<file path="src/rtl/tracker_channel_sequencer.sv">
// Row sequencer for one tracker voice: fetch row, decode, look up note frequency, apply to DDS channel.
// A row is applied 4 cycles after its fetch; the row period is max(ticks_per_row, 8) cycles and there is no backpressure.
module tracker_channel_sequencer #(
    parameter int PHASE_WIDTH    = 32,
    parameter int ROW_ADDR_WIDTH = 6,
    parameter int TICK_WIDTH     = 24
) (
    input  logic                      clk,
    input  logic                      rst_active_low,
    input  logic                      start,
    input  logic                      stop,
    input  logic [ROW_ADDR_WIDTH-1:0] last_row,
    input  logic [TICK_WIDTH-1:0]     ticks_per_row,
    output logic [ROW_ADDR_WIDTH-1:0] row_addr,
    output logic                      row_rd_en,
    input  logic [15:0]               row_data,
    output logic [6:0]                freq_rom_addr,
    output logic                      freq_rom_rd_en,
    input  logic [PHASE_WIDTH-1:0]    freq_rom_data,
    output logic [PHASE_WIDTH-1:0]    freq_word,
    output logic                      dds_phase_rst,
    output logic                      gate,
    output logic [3:0]                volume,
    output logic                      running,
    output logic                      row_strobe,
    output logic [ROW_ADDR_WIDTH-1:0] current_row
);

    typedef enum logic [2:0] {
        S_IDLE,
        S_FETCH,
        S_DECODE,
        S_LOOKUP,
        S_APPLY,
        S_WAIT_TICK
    } state_t;

    localparam logic [1:0] CMD_NOTE_ON  = 2'b01;
    localparam logic [1:0] CMD_NOTE_OFF = 2'b10;
    localparam logic [1:0] CMD_JUMP     = 2'b11;

    localparam logic [TICK_WIDTH-1:0]     MIN_TICKS = TICK_WIDTH'(8);
    localparam logic [TICK_WIDTH-1:0]     ONE_TICK  = TICK_WIDTH'(1);
    localparam logic [ROW_ADDR_WIDTH-1:0] ONE_ROW   = ROW_ADDR_WIDTH'(1);

    state_t                    state;
    state_t                    state_nxt;
    logic [TICK_WIDTH-1:0]     timer;
    logic [TICK_WIDTH-1:0]     period_m1;
    logic [ROW_ADDR_WIDTH-1:0] row;
    logic [ROW_ADDR_WIDTH-1:0] row_inc;
    logic [ROW_ADDR_WIDTH-1:0] row_nxt;
    logic [1:0]                cmd;
    logic [3:0]                row_vol;
    logic                      unused_row_bits;

    assign unused_row_bits = ^row_data[2:0];
    assign row_addr        = row;

    always_comb begin
        period_m1 = (ticks_per_row < MIN_TICKS) ? (MIN_TICKS - ONE_TICK) : (ticks_per_row - ONE_TICK);
        // An increment past the top of the address space wraps to 0 on its own.
        row_inc   = row + ONE_ROW;
        row_nxt   = row_inc;
        if ((cmd == CMD_JUMP) || (row == last_row)) begin
            row_nxt = '0;
        end
    end

    always_ff @(posedge clk) begin
        if (!rst_active_low) begin
            state <= S_IDLE;
        end else begin
            state <= state_nxt;
        end
    end

    always_comb begin
        state_nxt      = state;
        row_rd_en      = (state == S_FETCH);
        freq_rom_rd_en = (state == S_LOOKUP) && (cmd == CMD_NOTE_ON);
        if (stop) begin
            state_nxt = S_IDLE;
        end else begin
            case (state)
                S_IDLE:      if (start) state_nxt = S_FETCH;
                S_FETCH:     state_nxt = S_DECODE;
                S_DECODE:    state_nxt = S_LOOKUP;
                S_LOOKUP:    state_nxt = S_APPLY;
                S_APPLY:     state_nxt = S_WAIT_TICK;
                S_WAIT_TICK: if (timer <= ONE_TICK) state_nxt = S_FETCH;
                default:     state_nxt = S_IDLE;
            endcase
        end
    end

    // Loaded in FETCH so the next FETCH lands exactly one period later.
    always_ff @(posedge clk) begin
        if (!rst_active_low) begin
            timer <= '0;
        end else if (state == S_FETCH) begin
            timer <= period_m1;
        end else if ((state != S_IDLE) && (timer != '0)) begin
            timer <= timer - ONE_TICK;
        end
    end

    always_ff @(posedge clk) begin
        if (!rst_active_low) begin
            row           <= '0;
            cmd           <= '0;
            row_vol       <= '0;
            freq_rom_addr <= '0;
            freq_word     <= '0;
            dds_phase_rst <= 1'b0;
            gate          <= 1'b0;
            volume        <= '0;
            running       <= 1'b0;
            row_strobe    <= 1'b0;
            current_row   <= '0;
        end else begin
            dds_phase_rst <= 1'b0;
            row_strobe    <= 1'b0;
            if (stop) begin
                gate    <= 1'b0;
                running <= 1'b0;
            end else begin
                case (state)
                    S_IDLE: begin
                        if (start) begin
                            running <= 1'b1;
                            row     <= '0;
                        end
                    end
                    S_DECODE: begin
                        cmd           <= row_data[15:14];
                        freq_rom_addr <= row_data[13:7];
                        row_vol       <= row_data[6:3];
                    end
                    S_APPLY: begin
                        row_strobe  <= 1'b1;
                        current_row <= row;
                        row         <= row_nxt;
                        if (cmd == CMD_NOTE_ON) begin
                            freq_word     <= freq_rom_data;
                            gate          <= 1'b1;
                            volume        <= row_vol;
                            dds_phase_rst <= 1'b1;
                        end else if (cmd == CMD_NOTE_OFF) begin
                            gate <= 1'b0;
                        end
                    end
                    default: begin
                    end
                endcase
            end
        end
    end

endmodule

</file>
<file path="config.mk">
export PLATFORM = sky130hd
export DESIGN_NAME = tracker_channel_sequencer
export DESIGN_NICKNAME = d
export VERILOG_FILES = /design/src/rtl/tracker_channel_sequencer.sv
export SDC_FILE = /design/constraint.sdc
export NUM_CORES = 1
export LEC_CHECK = 0
export CAP_MARGIN = 0
export CORE_ASPECT_RATIO = 1.75
export CORE_MARGIN = 8
export CORE_UTILIZATION = 50
export CTS_CLUSTER_SIZE = 28
export DETAILED_ROUTE_END_ITERATION = 10
export GPL_TIMING_DRIVEN = 0
export MAX_ROUTING_LAYER = met4
export PLACE_DENSITY = 0.86
export REMOVE_ABC_BUFFERS = 1
export SLEW_MARGIN = 20
export SYNTH_ARGS = -nofsm -noshare
export SYNTH_HDL_FRONTEND = slang
export SYNTH_SLANG_ARGS = --single-unit
</file>
<file path="constraint.sdc">
create_clock -name clk -period 5.65 [get_ports clk]
set_input_delay 1.4125 -clock clk [delete_from_list [all_inputs] [get_ports clk]]
set_output_delay 1.4125 -clock clk [all_outputs]
set_load 0.02 [all_outputs]
</file>
# --- Word level (Yosys, flattened, before mapping) ---
# Index checks and enable logic that the tools add are counted.
word_totals:
  ff_bits: 92
  input_bits: 82
  out_inout_bits: 61
  word_cells: 63
op_classes:
  addsub: 3
  order_cmp: 2
  n_eq_ne: 11
  n_mux: 13
  n_bitwise: 3
  reduce_logical: 18
ops:
  columns: ["operator", "n"]
  rows:
  - ["two-way mux 24 bit", 3]
  - ["subtractor 24 x 1 -> 24 bit (second input constant)", 2]
  - ["<= comparator 24 x 1 -> 1 bit (second input constant)", 1]
  - ["less-than comparator 24 x 4 -> 1 bit (second input constant)", 1]
  - ["nonzero test 24 bit", 1]
  - ["case mux 3 bit (6 select lines)", 1]
  - ["two-way mux 6 bit", 2]
  - ["case mux 6 bit (2 select lines)", 1]
  - ["AND reduction 2 bit", 5]
  - ["adder 6 x 1 -> 6 bit (second input constant)", 1]
  - ["equality test 3 x 2 -> 1 bit (second input constant)", 2]
  - ["equality test 3 bit (second input constant)", 2]
  - ["equality test 6 bit", 1]
  - ["two-way mux 3 bit", 2]
  - ["AND reduction 3 bit", 2]
  - ["nonzero test 2 bit", 3]
  - ["equality test 2 bit (second input constant)", 2]
  - ["two-way mux 1 bit", 4]
  - ["!= test 2 bit (second input constant)", 2]
  - ["equality test 3 x 1 -> 1 bit (second input constant)", 1]
  - ["logical NOT 3 bit", 1]
  - ["inverter 1 bit", 3]
  - ["nonzero test 3 bit", 1]
  - ["OR reduction 3 bit", 1]
  - ["other kinds (4)", 5]

# --- Logic depth before layout (Yosys ltp) ---
# Gate-level depths: netlist (run 1).
logic_depth:
  ltp_word: 4
  ltp_mapped: 9
  depth_no_buf: 8

# --- Least setup slack after synthesis (run 1) ---
# No wires, ideal clock.
synth_path:
  path_type: "in2reg"
  from: "in ticks_per_row[0]"
  to: "reg timer[10]"
  setup_time_ns: 0.130
  t_arrival_ns: 2.887
  required_time_ns: 5.520
  path_slack_ns: 2.632
  stages: 8
  n_path_buf: 0
  path_cell_list: "inv_1 -> ha_1 -> nor3b_1 -> nand2_1 -> or3_1 -> xnor2_1 -> a21oi_1 -> o22ai_1"
synth_via:
  elab_chain_cells: 3
  elab_cells_between_ends: 4
  cone_classes: "add/sub (1); order compare (1); mux (2)"
synth_rtl:
  columns: ["element", "line", "source"]
  rows:
  - ["from (decl)", "13", "input logic [TICK_WIDTH-1:0] ticks_per_row,"]
  - ["subtractor 24 x 1 -> 24 bit / less-than comparator 24 x 4 -> 1 bit (equally long branches)", "61", "period_m1 = (ticks_per_row < MIN_TICKS) ? (MIN_TICKS - ONE_TICK) : (ticks_per_row - ONE_TICK);"]
  - ["two-way mux 24 bit *", "61", null]
  - ["two-way mux 24 bit *", "101", "end else if (state == S_FETCH) begin"]
  - ["to (signal assigned)", "102", "timer <= period_m1;"]
  - ["to (signal assigned)", "104", "timer <= timer - ONE_TICK;"]
  - ["to (decl)", "48", "logic [TICK_WIDTH-1:0] timer;"]
# Mark *: on every way between the ends. The rest lies on a longest branch, timed or not.
# A chain may end at the register's enable or synchronous reset.

# --- Worst setup path in the final report (run 1) ---
layout_path:
  from: "reg state[0]"
  to: "out row_rd_en"
layout_via:
  elab_chain_cells: 1
layout_rtl:
  columns: ["element", "line", "source"]
  rows:
  - ["from (decl)", "46", "state_t state;"]
  - ["from (signal assigned)", "74", "state <= state_nxt;"]
  - ["equality test 3 x 1 -> 1 bit", "80", "row_rd_en = (state == S_FETCH);"]
  - ["to (decl)", "15", "output logic row_rd_en,"]
# Every way passes these cells.

==> reports/metrics.yaml, run 1 <==
synth_seq_cells: 92
htree_levels: 3
routedWlPerCell_um: 16.9
fin_setup_tns_ps: 0
syn_area_mm2: 0.00445
synth.largest_area_cell: "dfxtp_1"
fp.dieW_um: 87.3
ys_warn_count: 0
antenna_found_initial: 0
clk_latency_ps: 340
post_route_cells_drive_above_1_share: 0.0556
fp-row-count: 45
pre_cts_slack_ps: 1540
power_mw: 1.61
cp.arrival_ps: 2480
dpl-instance-area_mm2: 0.00587
portBuffers: 139
cts_root_buf: "clkbuf_16"
dpl.hpwl_mm: 10.3
layout_commonest_cell: "clkdlybuf4s50_1"
dr.pass1.iters: 4
setup_viol: 0
grt-ovfl-total: 0
start_util: 0.514
crit_path_start_kind: "register"
synth_area_leaders: "dfxtp_1 41%, nand2_1 11%, a21oi_1 7.6%"
cap_viol_max_count: 0
vdd_drop_max_mv: 0.166
fin_area_mm2: 0.00615
areaGrowthSynthToFinish_pct: 38.0
fillCellCount: 722
cp_max_fo: 13
ff2ff_path_depth: 6
finalHoldViolations: 0
stdcell_count: 801
drtIter0Drc: 271
fin_ws_ps: 1750
clock_path_buffers: 2
track_usage: 0.226
ys_types: 59
r2r_start: "state[0]"
drc: 0
die_area_mm2: 0.0123
p_per_area_mw_per_mm2: 261
ant_nets: 0
post-cts-setup-buffer-count: 0
relSlewSlack: 0.290
core_region_area_mm2: 0.00867
holdPathEnd: "freq_word[16]"
cts_buffers: 9
r2r_end: "timer[7]"
cts_tree: "yes"
worstSetupEndpointType: "primary output"
period_needed_ps: 3900
vias_per_cell: 5.56
grt_pass1_vias: 4571
vias: 4455
antenna_cells: 0
syn_inst: 556
synthArstFlopShare: 0
synth.avg_cell_area_um2: 8.01
place_inst: 785
finClkSkew_ps: 4.64
gp_congestion: 0.929
die_h_um: 141
required_ps: 4240
grt_max_degree: 65
nets: 768
clkTransAtPathRegs_ps: 60
period_share: 0.690
worstMarginPinSlew_ps: 1060
r2r_slack_ps: 3110
ys.flop_type: "dfxtp_1"
ctsResizeCount: 0
holdWs_ps: 452
fin_util: 0.709
hp-class: "register to register"
status: "finished clean"
leakage_nw: 2.08
slew_violations: 0
routed_wl_mm: 13.5
synth-seq-area-share: 0.414
io_pins: 143
cts.sinks: 92
path_class: "register to primary output"
yosysTopAreaCellShare: 0.414
rsz0062_at_grt: "false"
min_from: "freq_word[16]"
grt_pass1_wl_mm: 21.7
synth_edf_count: 0
min_path_cells: 2
final_cell_mix: "139 x clkdlybuf4s50_1, 133 x nand2_1, 92 x dfxtp_1, 68 x a21oi_1, 38 x nor2_1"
timing.fmax_mhz: 257
cts_hold_buf: 0
[synthesized netlist by cell type (all sizes together), types with 3 or more instances]
master / instances
o21ai: 13
dfxtp: 92
a21oi: 68
or2: 5
buf: 9
nand4: 6
o211ai: 5
or3: 8
ha: 7
nand2: 135
xnor2: 24
nand3: 10
clkbuf: 18
nand2b: 7
xor2: 19
nor4: 14
o22ai: 7
inv: 8
or4: 3
a221oi: 3
nor2: 38
nor3: 22
[final cells by class]
type	instances	area [um^2]	share of cell area
inverter	8	30.0	0.00488
multi-input combinational	429	2460	0.400
clock inverter	5	35.0	0.00570
clock buffer	11	243	0.0395
timing repair buffer	139	1390	0.226
tap	117	146	0.0238
sequential	92	1840	0.300
[logic make-up after synthesis]
kind of cell,Yosys count,share of synthesized area
and+or+nand+nor,260,0.280
xor gates and xnor gates,43,0.0846
AOI/OAI and AO/OA,117,0.161
DFF,92,0.414
adders and majority gates,7,0.0197
muxes,2,0.00450
buffers and inverters,35,0.0360
[registers in the layout, indices dropped and copies added, names as in the netlist, 2 cells and up]
signal	count
state	3
cmd	2
row_vol	4
row_addr	6
timer	24
freq_word	32
freq_rom_addr	7
volume	4
current_row	6
[metal layers]
metal	up-vias	routed length, um	track usage
met5	-	0	-
met4	0	425	0.114
met3	30	888	0.0512
met2	161	7080	0.401
met1	2091	5110	0.220
li1	2173	-	-
[worst max-delay path, cell delays in order (launching register included)]
cell             delay, ps
dfxtp_1                560
nand2_1                380
inv_1                  500
clkdlybuf4s50_1        710
[worst max path at each step]
stage                           start        end  slack, ps  cells past startpoint
detailed placement   ticks_per_row[0]  timer[10]       1540                      9
finish                       state[0]  row_rd_en       1750                      3
floorplan           ticks_per_row[11]   timer[7]       2600                      6
CTS                          state[0]  row_rd_en       1790                      3
global route                 state[0]  row_rd_en       1640                      3
global placement     ticks_per_row[0]  timer[10]       1590                      9
[power by group]
group	internal (mW)	leakage (nW)	total (mW)	switching, mW
Clock	0.312	0.136	0.567	0.255
Combinational	0.154	1.20	0.341	0.187
Sequential	0.671	0.744	0.698	0.0275
Total	1.14	2.08	1.61	0.470
Power figures use the tool's default switching activity.
==> run 2, diff against run 1 <==
--- a/config.mk
+++ b/config.mk
@@ -8,12 +8,12 @@
 export CAP_MARGIN = 0
 export CORE_ASPECT_RATIO = 1.75
 export CORE_MARGIN = 8
-export CORE_UTILIZATION = 50
+export CORE_UTILIZATION = 47
 export CTS_CLUSTER_SIZE = 28
 export DETAILED_ROUTE_END_ITERATION = 10
 export GPL_TIMING_DRIVEN = 0
 export MAX_ROUTING_LAYER = met4
-export PLACE_DENSITY = 0.86
+export PLACE_DENSITY = 0.81
 export REMOVE_ABC_BUFFERS = 1
 export SLEW_MARGIN = 20
 export SYNTH_ARGS = -nofsm -noshare
==> constraint.sdc (replaced) <==
create_clock -name clk -period 3.8 [get_ports clk]
set_input_delay 0.95 -clock clk [delete_from_list [all_inputs] [get_ports clk]]
set_output_delay 0.95 -clock clk [all_outputs]
set_load 0.02 [all_outputs]
==> reports/metrics.yaml, run 2 (synthesized netlist as in run 1, its figures left out) <==
status: "finished clean"
rsz0062_at_grt: "false"
worstMarginPinSlew_ps: 1060  # -5.71 ps
cts_root_buf: "clkbuf_16"
antenna_found_initial: 0  # unchanged
use_met3: 0.0402  # -0.0111
register_area_mm2: 0.00184  # unchanged
leakage_nw: 2.08  # about the same
fp.dieW_um: 89.6  # +2.6%
hp-class: "register to register"
crit_slowest_cell: "clkdlybuf4s50_1"
clk_latency_ps: 340  # about the same
grt_use_met1: 0.197  # -0.0227
vias_per_cell: 5.46  # -1.9%
required_ps: 2850  # -1390 ps
critPathMaxStageDelay_ps: 710  # about the same
path_cells: "nand2_1 > inv_1 > clkdlybuf4s50_1"
cts_buffers: 9  # unchanged
largest_reg_flops: 32  # unchanged
fp-row-count: 47  # +4.4%
gp_congestion: 0.907  # -2.4%
layout_commonest_cell: "clkdlybuf4s50_1"
start_util: 0.476  # -0.0373
place_inst: 790  # +0.64%
grt_pass1_wl_mm: 19.9  # -8.5%
grt_max_degree: 65  # unchanged
nets: 768  # unchanged
areaGrowthSynthToFinish_pct: 38.7
fin_setup_tns_ps: 0  # unchanged
die_area_mm2: 0.0130  # +5.4%
finClkSkew_ps: 6.64  # +2.01 ps
cts_tree: "yes"
post-cts-setup-buffer-count: 0  # unchanged
busiest_layer: "met2"
grt_util_met2: 0.365  # -0.0364
vias: 4398  # -1.3%
io_pins: 143  # unchanged
die_h_um: 145  # +2.8%
stdcell_count: 806  # +0.62%
cp.arrival_ps: 2500  # +20 ps
htree_levels: 3  # unchanged
dpl.hpwl_mm: 10.1  # -2.3%
ctsResizeCount: 0  # unchanged
post_route_cells_drive_above_1_share: 0.0556  # unchanged
portBuffers: 139  # unchanged
holdWs_ps: 453  # +0.109 ps
slew_violations: 0  # unchanged
timing.fmax_mhz: 290
period_needed_ps: 3450
period_share: 0.908
antenna_cells: 0  # unchanged
largest-register: "freq_word"
p_per_area_mw_per_mm2: 393  # +50%
track_usage: 0.202  # -0.0235
cp_max_fo: 13  # unchanged
grt_pass1_vias: 4232  # -7.4%
path_class: "register to primary output"
grt-ovfl-total: 0  # unchanged
worstSetupEndpointType: "primary output"
fillCellCount: 791  # +9.6%
cap_viol_max_count: 0  # unchanged
ant_nets: 0  # unchanged
dr.pass1.iters: 7  # +3
reg.largest.list: "freq_word (32), timer (24), freq_rom_addr (7)"
clock_path_buffers: 2  # unchanged
clkTransAtPathRegs_ps: 60  # about the same
crit_path_start_kind: "register"
cts_hold_buf: 0  # unchanged
final_cell_mix: "139 x clkdlybuf4s50_1, 133 x nand2_1, 92 x dfxtp_1, 68 x a21oi_1, 38 x nor2_1"
relSlewSlack: 0.294  # +0.00382
cts.sinks: 92  # unchanged
finalHoldViolations: 0  # unchanged
vdd_drop_max_mv: 0.250  # +51%
drc: 0  # unchanged
routed_wl_mm: 13.0  # -3.5%
drtIter0Drc: 220  # -19%
setup_viol: 0  # unchanged
core_region_area_mm2: 0.00935  # +7.8%
multi_input_area_mm2: 0.00246  # unchanged
routedWlPerCell_um: 16.2  # -4.1%
==> run 2: final timing paths <==
path         cells past startpoint       start        end  slack, ps
max                              3    state[0]  row_rd_en        350
min                              2  row_vol[1]  volume[1]        450
max reg2reg                      6    state[0]   timer[7]       1190
min reg2reg                      2  row_vol[1]  volume[1]        450
==> run 2: layout make-up <==
type | count | share of cell area
timing repair buffer | 139 | 0.225
clock buffer | 10 | 0.0371
clock inverter | 6 | 0.0113
sequential | 92 | 0.298
tap | 122 | 0.0247
multi-input combinational | 429 | 0.398
inverter | 8 | 0.00486
==> run 2: worst max-delay path: cells and delay by family (launching register included) <==
| kind | cells | cell delay (ps) |
|---|---|---|
| buffers and inverters | 2 | 1210 |
| DFF | 1 | 560 |
| and+or+nand+nor | 1 | 390 |
==> run 2: power by group <==
part / switching [mW] / internal (mW) / leakage [nW] / total (mW)
logic: 0.268 / 0.228 / 1.20 / 0.496
registers: 0.0421 / 0.997 / 0.744 / 1.04
clock network: 0.376 / 0.514 / 0.136 / 0.890
total: 0.686 / 1.74 / 2.08 / 2.43
==> run 2: stage by stage <==
step	total power, mW	setup slack [ps]	utilization	instance area, um^2
finish	2.43	351	0.660	6170
global route	2.53	206	0.660	6170
CTS	2.44	367	0.660	6170
detailed placement	1.55	147	0.628	5870
global placement	1.54	257	0.627	5870
floorplan	1.37	1210	-	4320
==> run 2: metal layers <==
layer / vias to the layer above / wire length (um)
li1: 2177 / -
met1: 2043 / 4950
met2: 148 / 6810
met3: 30 / 876
met4: 0 / 407
met5: - / 0
==> run 3, diff against run 2 <==
--- a/config.mk
+++ b/config.mk
@@ -19,3 +19,4 @@
 export SYNTH_ARGS = -nofsm -noshare
 export SYNTH_HDL_FRONTEND = slang
 export SYNTH_SLANG_ARGS = --single-unit
+export TNS_END_PERCENT = 100
==> results of run 3 <==
Same layout as run 2: the final DEF is identical, and so are final timing and power.
